$ cat src/rtl/shift_seq_pkg.sv
// Shared definitions for the shift sequencer: FSM state encodings and
// pattern-mode codes. Imported by shift_seq_ctrl.
package shift_seq_pkg;

  // Sequencer states; encodings are fixed (IDLE=0 ... DONE=4).
  typedef enum logic [2:0] {
    ST_IDLE  = 3'd0,
    ST_LOAD  = 3'd1,
    ST_WAIT  = 3'd2,
    ST_SHIFT = 3'd3,
    ST_DONE  = 3'd4
  } state_e;

  // Serial-input pattern selection.
  typedef enum logic [1:0] {
    MODE_RING    = 2'd0,
    MODE_JOHNSON = 2'd1,
    MODE_FILL    = 2'd2,
    MODE_EXT     = 2'd3
  } mode_e;

endpackage

$ cat src/rtl/shift_reg_ld.sv
// Loadable left-shift register: parallel load has priority over shift.
// Ports:
//   cp       - clock (rising edge)
//   reset    - synchronous active-high reset, contents go to RST_VAL
//   load     - load load_val at the next edge
//   shift_en - shift left by one, ser_in entering at bit 0
//   load_val - parallel load value
//   ser_in   - serial input
//   q        - registered contents
module shift_reg_ld #(
  parameter int unsigned WIDTH = 4,
  parameter logic [WIDTH-1:0] RST_VAL = '0
) (
  input  logic             cp,
  input  logic             reset,
  input  logic             load,
  input  logic             shift_en,
  input  logic [WIDTH-1:0] load_val,
  input  logic             ser_in,
  output logic [WIDTH-1:0] q
);

  // Contents register
  always_ff @(posedge cp) begin
    if (reset) begin
      q <= RST_VAL;
    end else if (load) begin
      q <= load_val;
    end else if (shift_en) begin
      q <= {q[WIDTH-2:0], ser_in};
    end
  end

endmodule

$ cat src/rtl/shift_seq_ctrl.sv
// Pattern shift sequencer: on start, latches mode/len/div, seeds the shift
// register and performs len shifts (optionally spaced by div idle cycles),
// then pulses done. stop aborts a run without loading or shifting.
// Optional feature: define SHIFT_SEQ_PRESCALE_EN to enable the WAIT state
// and the div prescaler; otherwise div is ignored and shifts are back to back.
// Ports:
//   cp, reset    - clock and synchronous active-high reset
//   start, stop  - run request (IDLE only) / abort request (non-IDLE)
//   mode         - 0 ring, 1 Johnson, 2 fill-ones, 3 external serial
//   len, div     - shifts per run / idle cycles between shifts
//   ext_x        - serial input for mode 3
//   out          - shift register contents
//   busy, done   - registered status: not IDLE / one-cycle DONE pulse
//   shift_pulse  - high in a cycle whose closing edge shifts (state-decoded)
module shift_seq_ctrl
  import shift_seq_pkg::*;
#(
  parameter int unsigned WIDTH = 4,
  parameter int unsigned CNT_W = 4
) (
  input  logic             cp,
  input  logic             reset,
  input  logic             start,
  input  logic             stop,
  input  logic [1:0]       mode,
  input  logic [CNT_W-1:0] len,
  input  logic [CNT_W-1:0] div,
  input  logic             ext_x,
  output logic [WIDTH-1:0] out,
  output logic             busy,
  output logic             done,
  output logic             shift_pulse
);

  localparam logic [WIDTH-1:0] MSB_ONE = {1'b1, {(WIDTH-1){1'b0}}};

  state_e           state, state_n;
  mode_e            mode_q;
  logic [CNT_W-1:0] len_q;
  logic [CNT_W-1:0] step_cnt, step_cnt_n;
  logic             latch_en, load_en, shift_en, ser_x;
  logic [WIDTH-1:0] seed;

`ifdef SHIFT_SEQ_PRESCALE_EN
  logic [CNT_W-1:0] div_q;
  logic [CNT_W-1:0] pre_cnt, pre_cnt_n;
`else
  logic unused_div;
  assign unused_div = ^div;
`endif

  // State, counters, latched run parameters and registered status
  always_ff @(posedge cp) begin
    if (reset) begin
      state    <= ST_IDLE;
      mode_q   <= MODE_RING;
      len_q    <= '0;
      step_cnt <= '0;
      busy     <= 1'b0;
      done     <= 1'b0;
`ifdef SHIFT_SEQ_PRESCALE_EN
      div_q    <= '0;
      pre_cnt  <= '0;
`endif
    end else begin
      state    <= state_n;
      step_cnt <= step_cnt_n;
      busy     <= (state_n != ST_IDLE);
      done     <= (state_n == ST_DONE);
`ifdef SHIFT_SEQ_PRESCALE_EN
      pre_cnt  <= pre_cnt_n;
`endif
      if (latch_en) begin
        mode_q <= mode_e'(mode);
        len_q  <= len;
`ifdef SHIFT_SEQ_PRESCALE_EN
        div_q  <= div;
`endif
      end
    end
  end

  // Next-state, counter and datapath-control logic; stop overrides everything
  always_comb begin
    state_n    = state;
    step_cnt_n = step_cnt;
    latch_en   = 1'b0;
    load_en    = 1'b0;
    shift_en   = 1'b0;
`ifdef SHIFT_SEQ_PRESCALE_EN
    pre_cnt_n  = pre_cnt;
`endif
    if ((state != ST_IDLE) && stop) begin
      state_n = ST_IDLE;
    end else begin
      unique case (state)
        ST_IDLE: begin
          step_cnt_n = '0;
`ifdef SHIFT_SEQ_PRESCALE_EN
          pre_cnt_n  = '0;
`endif
          if (start) begin
            latch_en = 1'b1;
            state_n  = ST_LOAD;
          end
        end
        ST_LOAD: begin
          load_en = 1'b1;
          if (len_q == '0) begin
            state_n = ST_DONE;
          end else begin
`ifdef SHIFT_SEQ_PRESCALE_EN
            state_n = (div_q != '0) ? ST_WAIT : ST_SHIFT;
`else
            state_n = ST_SHIFT;
`endif
          end
        end
        ST_WAIT: begin
`ifdef SHIFT_SEQ_PRESCALE_EN
          if (CNT_W'(pre_cnt + CNT_W'(1)) == div_q) begin
            pre_cnt_n = '0;
            state_n   = ST_SHIFT;
          end else begin
            pre_cnt_n = pre_cnt + CNT_W'(1);
          end
`else
          state_n = ST_IDLE;
`endif
        end
        ST_SHIFT: begin
          shift_en   = 1'b1;
          step_cnt_n = step_cnt + CNT_W'(1);
          if (step_cnt_n == len_q) begin
            state_n = ST_DONE;
          end else begin
`ifdef SHIFT_SEQ_PRESCALE_EN
            state_n = (div_q != '0) ? ST_WAIT : ST_SHIFT;
`else
            state_n = ST_SHIFT;
`endif
          end
        end
        ST_DONE: begin
          state_n = ST_IDLE;
        end
        default: begin
          state_n = ST_IDLE;
        end
      endcase
    end
  end

  // Serial-input mux and mode-dependent seed
  always_comb begin
    ser_x = 1'b0;
    unique case (mode_q)
      MODE_RING:    ser_x = out[WIDTH-1];
      MODE_JOHNSON: ser_x = ~out[WIDTH-1];
      MODE_FILL:    ser_x = 1'b1;
      MODE_EXT:     ser_x = ext_x;
      default:      ser_x = 1'b0;
    endcase
  end

  assign seed = ((mode_q == MODE_RING) || (mode_q == MODE_EXT)) ? MSB_ONE : '0;

  // Decoded from the state register and stop so an aborted edge shows no pulse
  assign shift_pulse = shift_en;

  shift_reg_ld #(
    .WIDTH   (WIDTH),
    .RST_VAL (MSB_ONE)
  ) u_shift_reg (
    .cp       (cp),
    .reset    (reset),
    .load     (load_en),
    .shift_en (shift_en),
    .load_val (seed),
    .ser_in   (ser_x),
    .q        (out)
  );

endmodule

$ cat config.mk
export PLATFORM = sky130hd
export DESIGN_NAME = shift_seq_ctrl
export DESIGN_NICKNAME = d
export VERILOG_FILES = /design/src/rtl/shift_seq_pkg.sv /design/src/rtl/shift_reg_ld.sv /design/src/rtl/shift_seq_ctrl.sv
export SDC_FILE = /design/constraint.sdc
export NUM_CORES = 1
export LEC_CHECK = 0
export CAP_MARGIN = 20
export CELL_PAD_IN_SITES_DETAIL_PLACEMENT = 1
export CELL_PAD_IN_SITES_GLOBAL_PLACEMENT = 1
export CORE_MARGIN = 1.5
export CORE_UTILIZATION = 45
export CTS_BUF_LIST = sky130_fd_sc_hd__clkbuf_8
export CTS_CLUSTER_SIZE = 10
export DETAILED_ROUTE_END_ITERATION = 8
export DONT_BUFFER_PORTS = 1
export GPL_ROUTABILITY_DRIVEN = 0
export GPL_TIMING_DRIVEN = 0
export HOLD_SLACK_MARGIN = 0.02
export PLACE_DENSITY_LB_ADDON = 0.05
export SYNTH_ARGS = -nofsm -noshare
export SYNTH_HDL_FRONTEND = slang
export SYNTH_SLANG_ARGS = --single-unit
$ cat constraint.sdc
create_clock -name cp -period 1.63 [get_ports cp]
set_input_delay 0.326 -clock cp [delete_from_list [all_inputs] [get_ports cp]]
set_output_delay 0.326 -clock cp [all_outputs]
set_load 0.005 [all_outputs]
==> results.md, run 1 <==
- Outcome: finished, final reports clean
- Final wirelength: between 1.5 and 2 mm
- VDD IR max: 0.5014 mV
- P_sw: 243.0 uW
- Initial core utilization: 0.4716
- RR Startpoint: state[1]
- Number of synthesized register bits: 19
- Worst Hold Class: in2reg
- Setup WS pre-CTS: 45.03 ps
- Worst Path Max Fanout: 10
- Hold Path Origin: len[0]
- Port bufs: 0
- Relative slew slack: 0.7102
- Req. time, crit path: 1770 ps
- Top-count cell post-synth: dfxtp_1
- Post-synth top cells: dfxtp_1, nor2_1, mux2i_1
- Worst skew pair latency: 260 ps
- Setup ws final: 76.95 ps
- Post-synth EDFFs: 0
- Power per cell area: 940.5 nW/um^2
- CTS buffer count: 3
- Clk slew on worst S/H paths: 70 ps
- Final setup fails: 0
- Crit. End Element: register
- Synth top area share: 0.4153
- Clock skew: 1.827 ps
- Die Y: 48.12 um
- Fraction of layout cells with a size suffix above 1: 0.1200
- Switch share: 0.2544
- Minimum clock period: 1553 ps
- Clock Path Buffers: 2
- Cell Area, Synth: 915.9 sq um
- Final core occ: 0.5232
- Library cells used by synthesis: 35
- DR WL met2: 906 um
- First-pass GRT wire length: 2.932 mm
- Startpoint types: register
- Wirelength per Cell: around 15 um
- H-tree depth: 1
- CTS root buf: clkbuf_8
- Grt ovf: 0
- Ant diodes: 0
- Clock power frac: 0.349
- Sum of negative setup slack: 0 ps
- Final period utilization: 0.9528
- Initial DRC Count: 3
- Hold endpoint: len_q[0]
- Post-CTS Hold Fix Bufs: 0
- Crit path DAT: approximately 1700 ps
- Synth Instances: 95
- Most used flip-flop cell after synthesis: dfxtp_1
- Leading area contributor after synthesis: dfxtp_1
- Drt drc: 0
- Seq/Total Area, Yosys: 0.4153
- CTS tree: done
- Final net count: 121
- Vias in the first global route: 658
- Leakage: 0.3839 nW
- Fill cells: 245
- Metal1 wirelength: between 800 and 900 um
- Die area: 2315 sq um
- RSZ-0062 raised after global routing: yes
- CP Class: reg2reg
- Synth async-reset ratio: 0
- Max-capacitance violation count: 0
- Max Fclk: about 640 MHz
- Top Layer Used: met4
- Mapped Avg Cell Area: approximately 9.6 sq um
- Layout area overhead: 10.93%
- Met3 routed WL: 62 um
- Synth top area cells: dfxtp_1, mux2i_1, ha_1, a21oi_1, nor2_1
- Hold Path Depth: 2
- R2R Setup Slk: a little under 80 ps
- Largest net degree at the start of global routing: 12
- # IOs: 22
- Yosys warns: 0
- Dpl hpwl: about 1.4 mm
- Slew Limit Fails: 0
- Total track usage: 0.1859
- Comb power frac: 0.125
- Worst-Margin Slew: 434.7 ps
- Seq pwr share: 0.526
- Hold_ws: 219.0 ps
- Initial antenna violation count: 0
- Final hold vios: 0
- FP Rows: 16
- ANT nets after route: 0
- Via density: 5.480
- Die X: approximately 48 um
- Core ar.: 1942 sq um
- Sink Count: 19
- Vias: 696
- R2R depth: 5
- Pre-antenna DRT Iters: 3
- P_int: 712.5 uW
- Net count after synthesis: 115
- Worst r2r dst: mode_q[1]
-- cells by family after synthesis --
group	count (synthesis)	share of synthesized area
AOI/OAI and AO/OA	17	0.1325
xor gates and xnor gates	5	0.06285
adders and majority gates	5	0.06831
buffers and inverters	10	0.04645
DFF	19	0.4153
muxes	7	0.07651
and+or+nand+nor	32	0.1981
-- how the worst max path moves through the flow --
stage | end | start | cells after the start | slack, ps
after floorplan | len_q[0] | state[1] | 5 | 230
after global placement | len_q[3] | state[1] | 5 | 100
after detailed placement | mode_q[1] | state[1] | 5 | 50
after CTS | shift_pulse | state[2] | 3 | 30
after global routing | len_q[3] | state[1] | 5 | -0.2
final | mode_q[1] | state[1] | 5 | 80
-- final cells by class --
cell class	instances	area, sq um	area share
Buffer	5	26.28	0.02586
Clock buffer	3	41.29	0.04064
Clock inverter	1	5.005	0.004926
Inverter	5	18.77	0.01847
Multi-Input combinational cell	66	501.7	0.4938
Sequential cell	19	381.6	0.3756
Tap cell	27	33.78	0.03325
Timing Repair Buffer	1	7.507	0.007389
-- placed cells by master (no fill, tap or decap), types with 2 or more instances in the layout --
master and instances:
clkbuf_1 3, nand3_1 3, nor3b_1 2, ha_1 5, nand2b_1 3, xnor2_1 2
dfxtp_1 18, a21oi_1 6, a311oi_1 2, inv_1 5, mux2i_1 7, a211oi_1 3
buf_4 3, nand2_1 5, nor2_1 8, clkbuf_8 3, xor2_1 2
-- worst max-delay path, stage by stage, from the launching register on --
cell and delay [ps]:
dfxtp_1 300, buf_4 160, or3b_4 410, nor2_4 260
mux2i_1 240, nor2_1 60
-- state kept, by name (all words and copies together), names as in the netlist --
signal,flops
state,3
busy,1
mode_q,2
u_shift_reg.q,4
step_cnt,4
len_q,4
done,1
-- stage by stage --
step,instances,power [mW],instance area [sq um]
2_1_floorplan,95,0.6011,915.9
3_5_place_dp,122,0.6276,949.7
3_3_place_gp,122,0.6216,949.7
6_report,127,0.9555,1016
4_1_cts,126,0.9601,1002
5_1_grt,127,1.002,1016
-- power by group through the flow --
stage	clock (mW)	combinational [mW]	sequential [mW]
2_1_floorplan	0	0.0934	0.508
3_3_place_gp	0	0.110	0.512
3_5_place_dp	0	0.115	0.513
4_1_cts	0.341	0.116	0.502
5_1_grt	0.362	0.134	0.506
6_report	0.334	0.119	0.502
-- routing by layer --
metal  track usage  vias to the layer above
met2        0.3040                       12
met5             0                        -
met1        0.2357                      341
met3       0.05185                        3
met4       0.06486                        0
li1              -                      340
-- timing repair --
action                     in CTS  in global routing
pin swaps                       0                  1
buffers inserted                0                  1
resized for setup               1                  4
setup endpoints to repair       1                  9
Power figures use the tool's default switching activity.
==> run 2: changes to the inputs <==
Settings changed: CORE_MARGIN 1.5 to not set.
==> run 2 against run 1 <==
  * Sequential share of layout area rose by 0.42 points
  * Flip-flop and latch count did not move
  * Global-route usage fell by 0.065 points
  * Via count fell by 3.2%
  * Sequential power barely moved
  * Count of clock-buffer cells in the layout did not move
  * Hold slack improved by 4.1 ps
  * Setup slack improved by 36 ps
  * Design area fell by 1.1%
  * Non-clock buffer count fell by 1
  * Critical endpoint is now state[2]
  * Highest routed layer unchanged
==> results.md, run 2 (synthesis gave the netlist of run 1 again) <==
- Core ar.: 1821 sq um
- Worst Hold Class: in2reg
- Area of the multi-input gates: roughly 500 sq um
- Clk slew on worst S/H paths: ~70 ps
- FP Rows: 15
- Sum of negative setup slack: 0 ps
- CP cell instances: ha_1 > xnor2_1 > nand4_1 > o22ai_2 > nor3b_1
- Initial antenna violation count: 0
- Met2 Use GR: 0.3167
- Die Y: 47.12 um
- Leakage: 0.3799 nW
- Fraction of layout cells with a size suffix above 1: 0.1010
- Slowest stage delay, CP: around 450 ps
- RR Startpoint: step_cnt[0]
- Final hold vios: 0
- Clock skew: roughly 3.1 ps
- Max Fclk: 659.2 MHz
- FF+latch area: 381.6 sq um
- CP Class: reg2reg
- R2R Setup Slk: 110 ps
- Outcome: finished, final reports clean
- Final core occ: 0.5519
- CTS buffer count: 3
- Switch share: 0.2454
- Worst skew pair latency: approximately 250 ps
- Clock power frac: 0.339
- Grt ovf: 0
- Final wirelength: about 1.8 mm
- ANT nets after route: 0
- Minimum clock period: 1517 ps
- Total power: approximately 940 uW
- # IOs: 22
- Final setup fails: 0
- Power per cell area: between 900 and 1000 nW/um^2
- Req. time, crit path: approximately 1800 ps
- Pre-antenna DRT Iters: 2
- CTS root buf: clkbuf_8
- Die X: 47.12 um
- Largest regs: len_q: 4 flops, step_cnt: 4 flops, u_shift_reg.q: 4 flops
- Slew Limit Fails: 0
- Final net count: 120
- P_int: 709.4 uW
- Port bufs: 0
- Hold endpoint: mode_q[0]
- CTS tree: done
- Via density: 5.435
- Comb power frac: 0.124
- Worst-Margin Slew: 464.3 ps
- Seq pwr share: 0.537
- Initial core utilization: 0.5031
- P_sw: 230.7 uW
- Vias: 674
- Max stage delay cell, worst path: dfxtp_1
- Finished Cell Area: 1005 sq um
- Commonest non-fill, non-tap cells in the layout: dfxtp_1, nor2_1, mux2i_1
- Crit. End Element: register
- Die area: 2220 sq um
- Relative slew slack: 0.6905
- Dpl cells: 120
- Met1 GRT Util: 0.2243
- Layout area overhead: 9.699%
- Hold Path Depth: 2
- Crit path DAT: 1700 ps
- Ant diodes: 0
- Worst r2r dst: state[2]
- Clock Path Buffers: 2
- VDD IR max: 0.5773 mV
- Worst Path Max Fanout: 6
- Drt drc: 0
- First-pass GRT wire length: roughly 2.9 mm
- Final std cells w/o fill: about 120
- Startpoint types: register
- Max-capacitance violation count: 0
- Sink Count: 19
- Area post-placement: 947.2 sq um
- Dpl hpwl: 1.346 mm
- Fill cells: 217
- H-tree depth: 1
- Total track usage: 0.1853
- Most common cell after layout, fill and taps aside: dfxtp_1
- Vias in the first global route: 646
- Initial DRC Count: 3
- R2R depth: 5
- GRT met3 Usage: 0.06923
- Global route hottest layer: met2
- Largest net degree at the start of global routing: 11
- Hold Path Origin: mode[0]
- RSZ-0062 raised after global routing: no
- Wirelength per Cell: 14.49 um
- Final period utilization: 0.9307
## run 2: worst max-delay path by stage
stage / from / to / slack (ps)
CTS: state[2] / shift_pulse / 40
finish: step_cnt[0] / state[2] / 110
floorplan: state[1] / len_q[0] / 230
global placement: state[1] / len_q[2] / 100
global route: step_cnt[0] / done / 8
detailed placement: state[1] / mode_q[0] / 80
## run 2: critical path, delay by kind of cell, from the launching register on
family / cells / cell delay [ps]
DFF: 1 / 450
adders and majority gates: 1 / 300
and+or+nand+nor: 2 / 330
xor gates and xnor gates: 1 / 140
AOI/OAI and AO/OA: 1 / 230
## run 2: layout make-up
class	instances	area share
plain buffers	4	0.01868
clock buffers	3	0.04110
clock inverters	1	0.003736
inverters	5	0.01868
multi-input cells	66	0.4994
flip-flops and latches	19	0.3798
well taps	25	0.03113
repair buffers	1	0.007472
## run 2: stage by stage
stage	worst slack (ps)	hold WS, ps
6_report	112.9	223.1
5_1_grt	7.533	221.5
4_1_cts	36.63	221.9
3_5_place_dp	81.21	485.4
3_3_place_gp	104.6	473.8
2_1_floorplan	229.7	460.7
## run 2: power by group through the flow
stage,Clock [mW],Sequential [mW],Combinational [mW]
after floorplan,0,0.508,0.0934
after global placement,0,0.512,0.110
after detailed placement,0,0.513,0.114
after CTS,0.330,0.503,0.116
after global routing,0.347,0.508,0.130
final,0.319,0.504,0.117
## run 2: timing repair
| item | CTS | global route |
|---|---|---|
| setup buffers | 0 | 1 |
| gates resized for setup | 1 | 2 |
| pin swaps | 0 | 1 |
| endpoints found under the setup margin | 1 | 5 |
| hold buffers | 0 | 0 |
## run 2: metal layers
| metal | vias to the layer above | part of all wire |
|---|---|---|
| met5 | - | 0 |
| li1 | 338 | - |
| met1 | 319 | 0.48 |
| met3 | 2 | 0.052 |
| met2 | 15 | 0.46 |
| met4 | 0 | 0.0039 |
==> run 3: changes to the inputs <==
Settings changed: PLACE_DENSITY set to 0.72, PLACE_DENSITY_LB_ADDON 0.05 to not set, SLEW_MARGIN set to 20, TNS_END_PERCENT set to 30.
==> run 3 against run 2 <==
  * Clock skew up 1.6 ps
  * Die area unchanged
  * Setup slack worse by 15 ps
  * Combinational power about the same
  * Hold slack worse by 6.1 ps
  * Maximum frequency down 0.99%
  * Clock power up 2%
  * Routed wire length up 7.3%
  * Cell count up 0.81%
  * Utilization up 0.55 points
  * Non-clock buffer count up 1
  * Critical path type is now reg2out
  * Critical endpoint is now shift_pulse
==> results.md, run 3 (synthesis gave the netlist of run 1 again) <==
- Hold Path Depth: 2
- Setup crit start: state[2]
- Vias: about 680
- CP Class: reg2out
- Drt drc: 0
- Max-capacitance violation count: 0
- Crit path DAT: 1210 ps
- Die Y: between 40 and 50 um
- Crit. End Element: output port
- Grt ovf: 0
- P_int: ~700 uW
- Worst skew pair latency: 260 ps
- FP Rows: 15
- Final std cells w/o fill: 125
- RSZ-0062 raised after global routing: no
- Dpl cells: 120
- Comb power frac: 0.125
- ANT nets after route: 0
- Final net count: around 120
- # IOs: 22
- Total track usage: 0.2121
- Initial DRC Count: 5
- Core ar.: 1821 sq um
- Switch share: 0.2502
- Critical path depth in cells: 3
- Slowest stage delay, CP: 370 ps
- Clk slew on worst S/H paths: 70 ps
- Leakage: 0.3860 nW
- Sum of negative setup slack: 0 ps
- Final period utilization: 0.9400
- Top Layer Used: met4
- Worst-Margin Slew: 458.4 ps
- Commonest non-fill, non-tap cells in the layout: dfxtp_1, nor2_1, mux2i_1
- Clock skew: between 4 and 5 ps
- R2R depth: 5
- Power per cell area: 935.8 nW/um^2
- Outcome: finished, final reports clean
- Hold Path Origin: len[0]
- VDD IR max: 0.5696 mV
- Startpoint types: register
- Final setup fails: 0
- Pre-antenna DRT Iters: 2
- Port bufs: 0
- Die area: roughly 2200 sq um
- Req. time, crit path: 1300 ps
- Via density: 5.464
- Minimum clock period: 1532 ps
- Ant diodes: 0
- DR WL met2: 939 um
- Worst Path Max Fanout: 7
- Max stage delay cell, worst path: dfxtp_2
- H-tree depth: 1
- Max Fclk: 652.6 MHz
- Final hold vios: 0
- Post-CTS Hold Fix Bufs: 0
- Slew Limit Fails: 0
- Relative slew slack: 0.6944
- P_sw: about 240 uW
- Worst Hold Class: in2reg
- Crit path buf inv count: 1
- Layout area overhead: 10.79%
- Die X: 47.12 um
- Initial antenna violation count: 0
- Wirelength per Cell: 15.43 um
- Most common cell after layout, fill and taps aside: dfxtp_1
- CTS buffer count: 3
- Metal1 wirelength: about 900 um
- Initial core utilization: 0.5031
- Vias in the first global route: 714
- First-pass GRT wire length: roughly 3.1 mm
- Met3 routed WL: 94 um
- Dpl hpwl: 1.439 mm
- Largest regs: len_q: 4 flops, step_cnt: 4 flops, u_shift_reg.q: 4 flops
- Clock power frac: 0.343
- CTS root buf: clkbuf_8
- CP cell instances: nor3b_4 > and2_1 > buf_4
- Top Family by Delay on Critical Path: simple AND/OR/NAND/NOR gates
- Fraction of layout cells with a size suffix above 1: 0.1300
- RR Startpoint: step_cnt[0]
- Sink Count: 19
- Largest net degree at the start of global routing: 11
- Seq pwr share: 0.532
- CTS tree: done
- Clock Path Buffers: 2
- Final wirelength: 1.929 mm
==> run 3: changes by cell type in the layout (fill, tap and decap cells not counted) <==
cell,before,now
dfxtp_2,1,3
dfxtp_1,18,16
buf_4,2,3
==> run 3: through the flow <==
stage / hold WS (ps) / util / total power, mW / setup WS, ps / area [sq um]
floorplan: 460.7 / - / 0.6011 / 229.7 / 915.9
global placement: 474.0 / 0.5203 / 0.6217 / 102.1 / 947.2
detailed placement: 486.1 / 0.5203 / 0.6272 / 62.20 / 947.2
CTS: 216.6 / 0.5485 / 0.9545 / 32.52 / 998.5
global route: 227.3 / 0.5574 / 0.9928 / 18.96 / 1015
finish: 217.0 / 0.5574 / 0.9496 / 97.75 / 1015
==> run 3: cell type report <==
class                   instances  area [sq um]
clock buffers                   3         41.29
multi-input cells              66         501.7
well taps                      25         31.28
clock inverters                 1         3.754
repair buffers                  2         15.01
plain buffers                   4         18.77
flip-flops and latches         19         384.1
inverters                       5         18.77
fillers                       221         805.8
==> run 3: what timing repair did <==
action,4_1_cts,5_1_grt
buffers inserted,0,2
pin swaps,0,1
resized for setup,1,4
endpoints found under the hold margin,0,0
endpoints found under the setup margin,1,8
==> run 3: final timing paths <==
kind / slack, ps / endpoint
setup / recovery: 100 / shift_pulse
hold / removal: 220 / len_q[0]
setup reg to reg: 140 / done
hold reg to reg: 500 / u_shift_reg.q[2]
==> run 3: power by group through the flow <==
stage	Clock (mW)	Sequential (mW)	Combinational, mW
detailed placement	0	0.513	0.114
CTS	0.335	0.503	0.116
global placement	0	0.512	0.110
global route	0.350	0.509	0.133
floorplan	0	0.508	0.0934
finish	0.326	0.505	0.119
==> run 3: metal layers <==
metal / vias to the layer above / track usage
li1: 339 / -
met1: 327 / 0.2524
met2: 14 / 0.3444
met3: 3 / 0.09231
met4: 0 / 0.06857
met5: - / 0
==> run 3: worst reg2reg max path, cell delays in order, from the launching register on <==
cell     delay (ps)
dfxtp_1         440
ha_1            300
xnor2_1         140
nand4_1         110
o22ai_2         200
nor3b_1         210
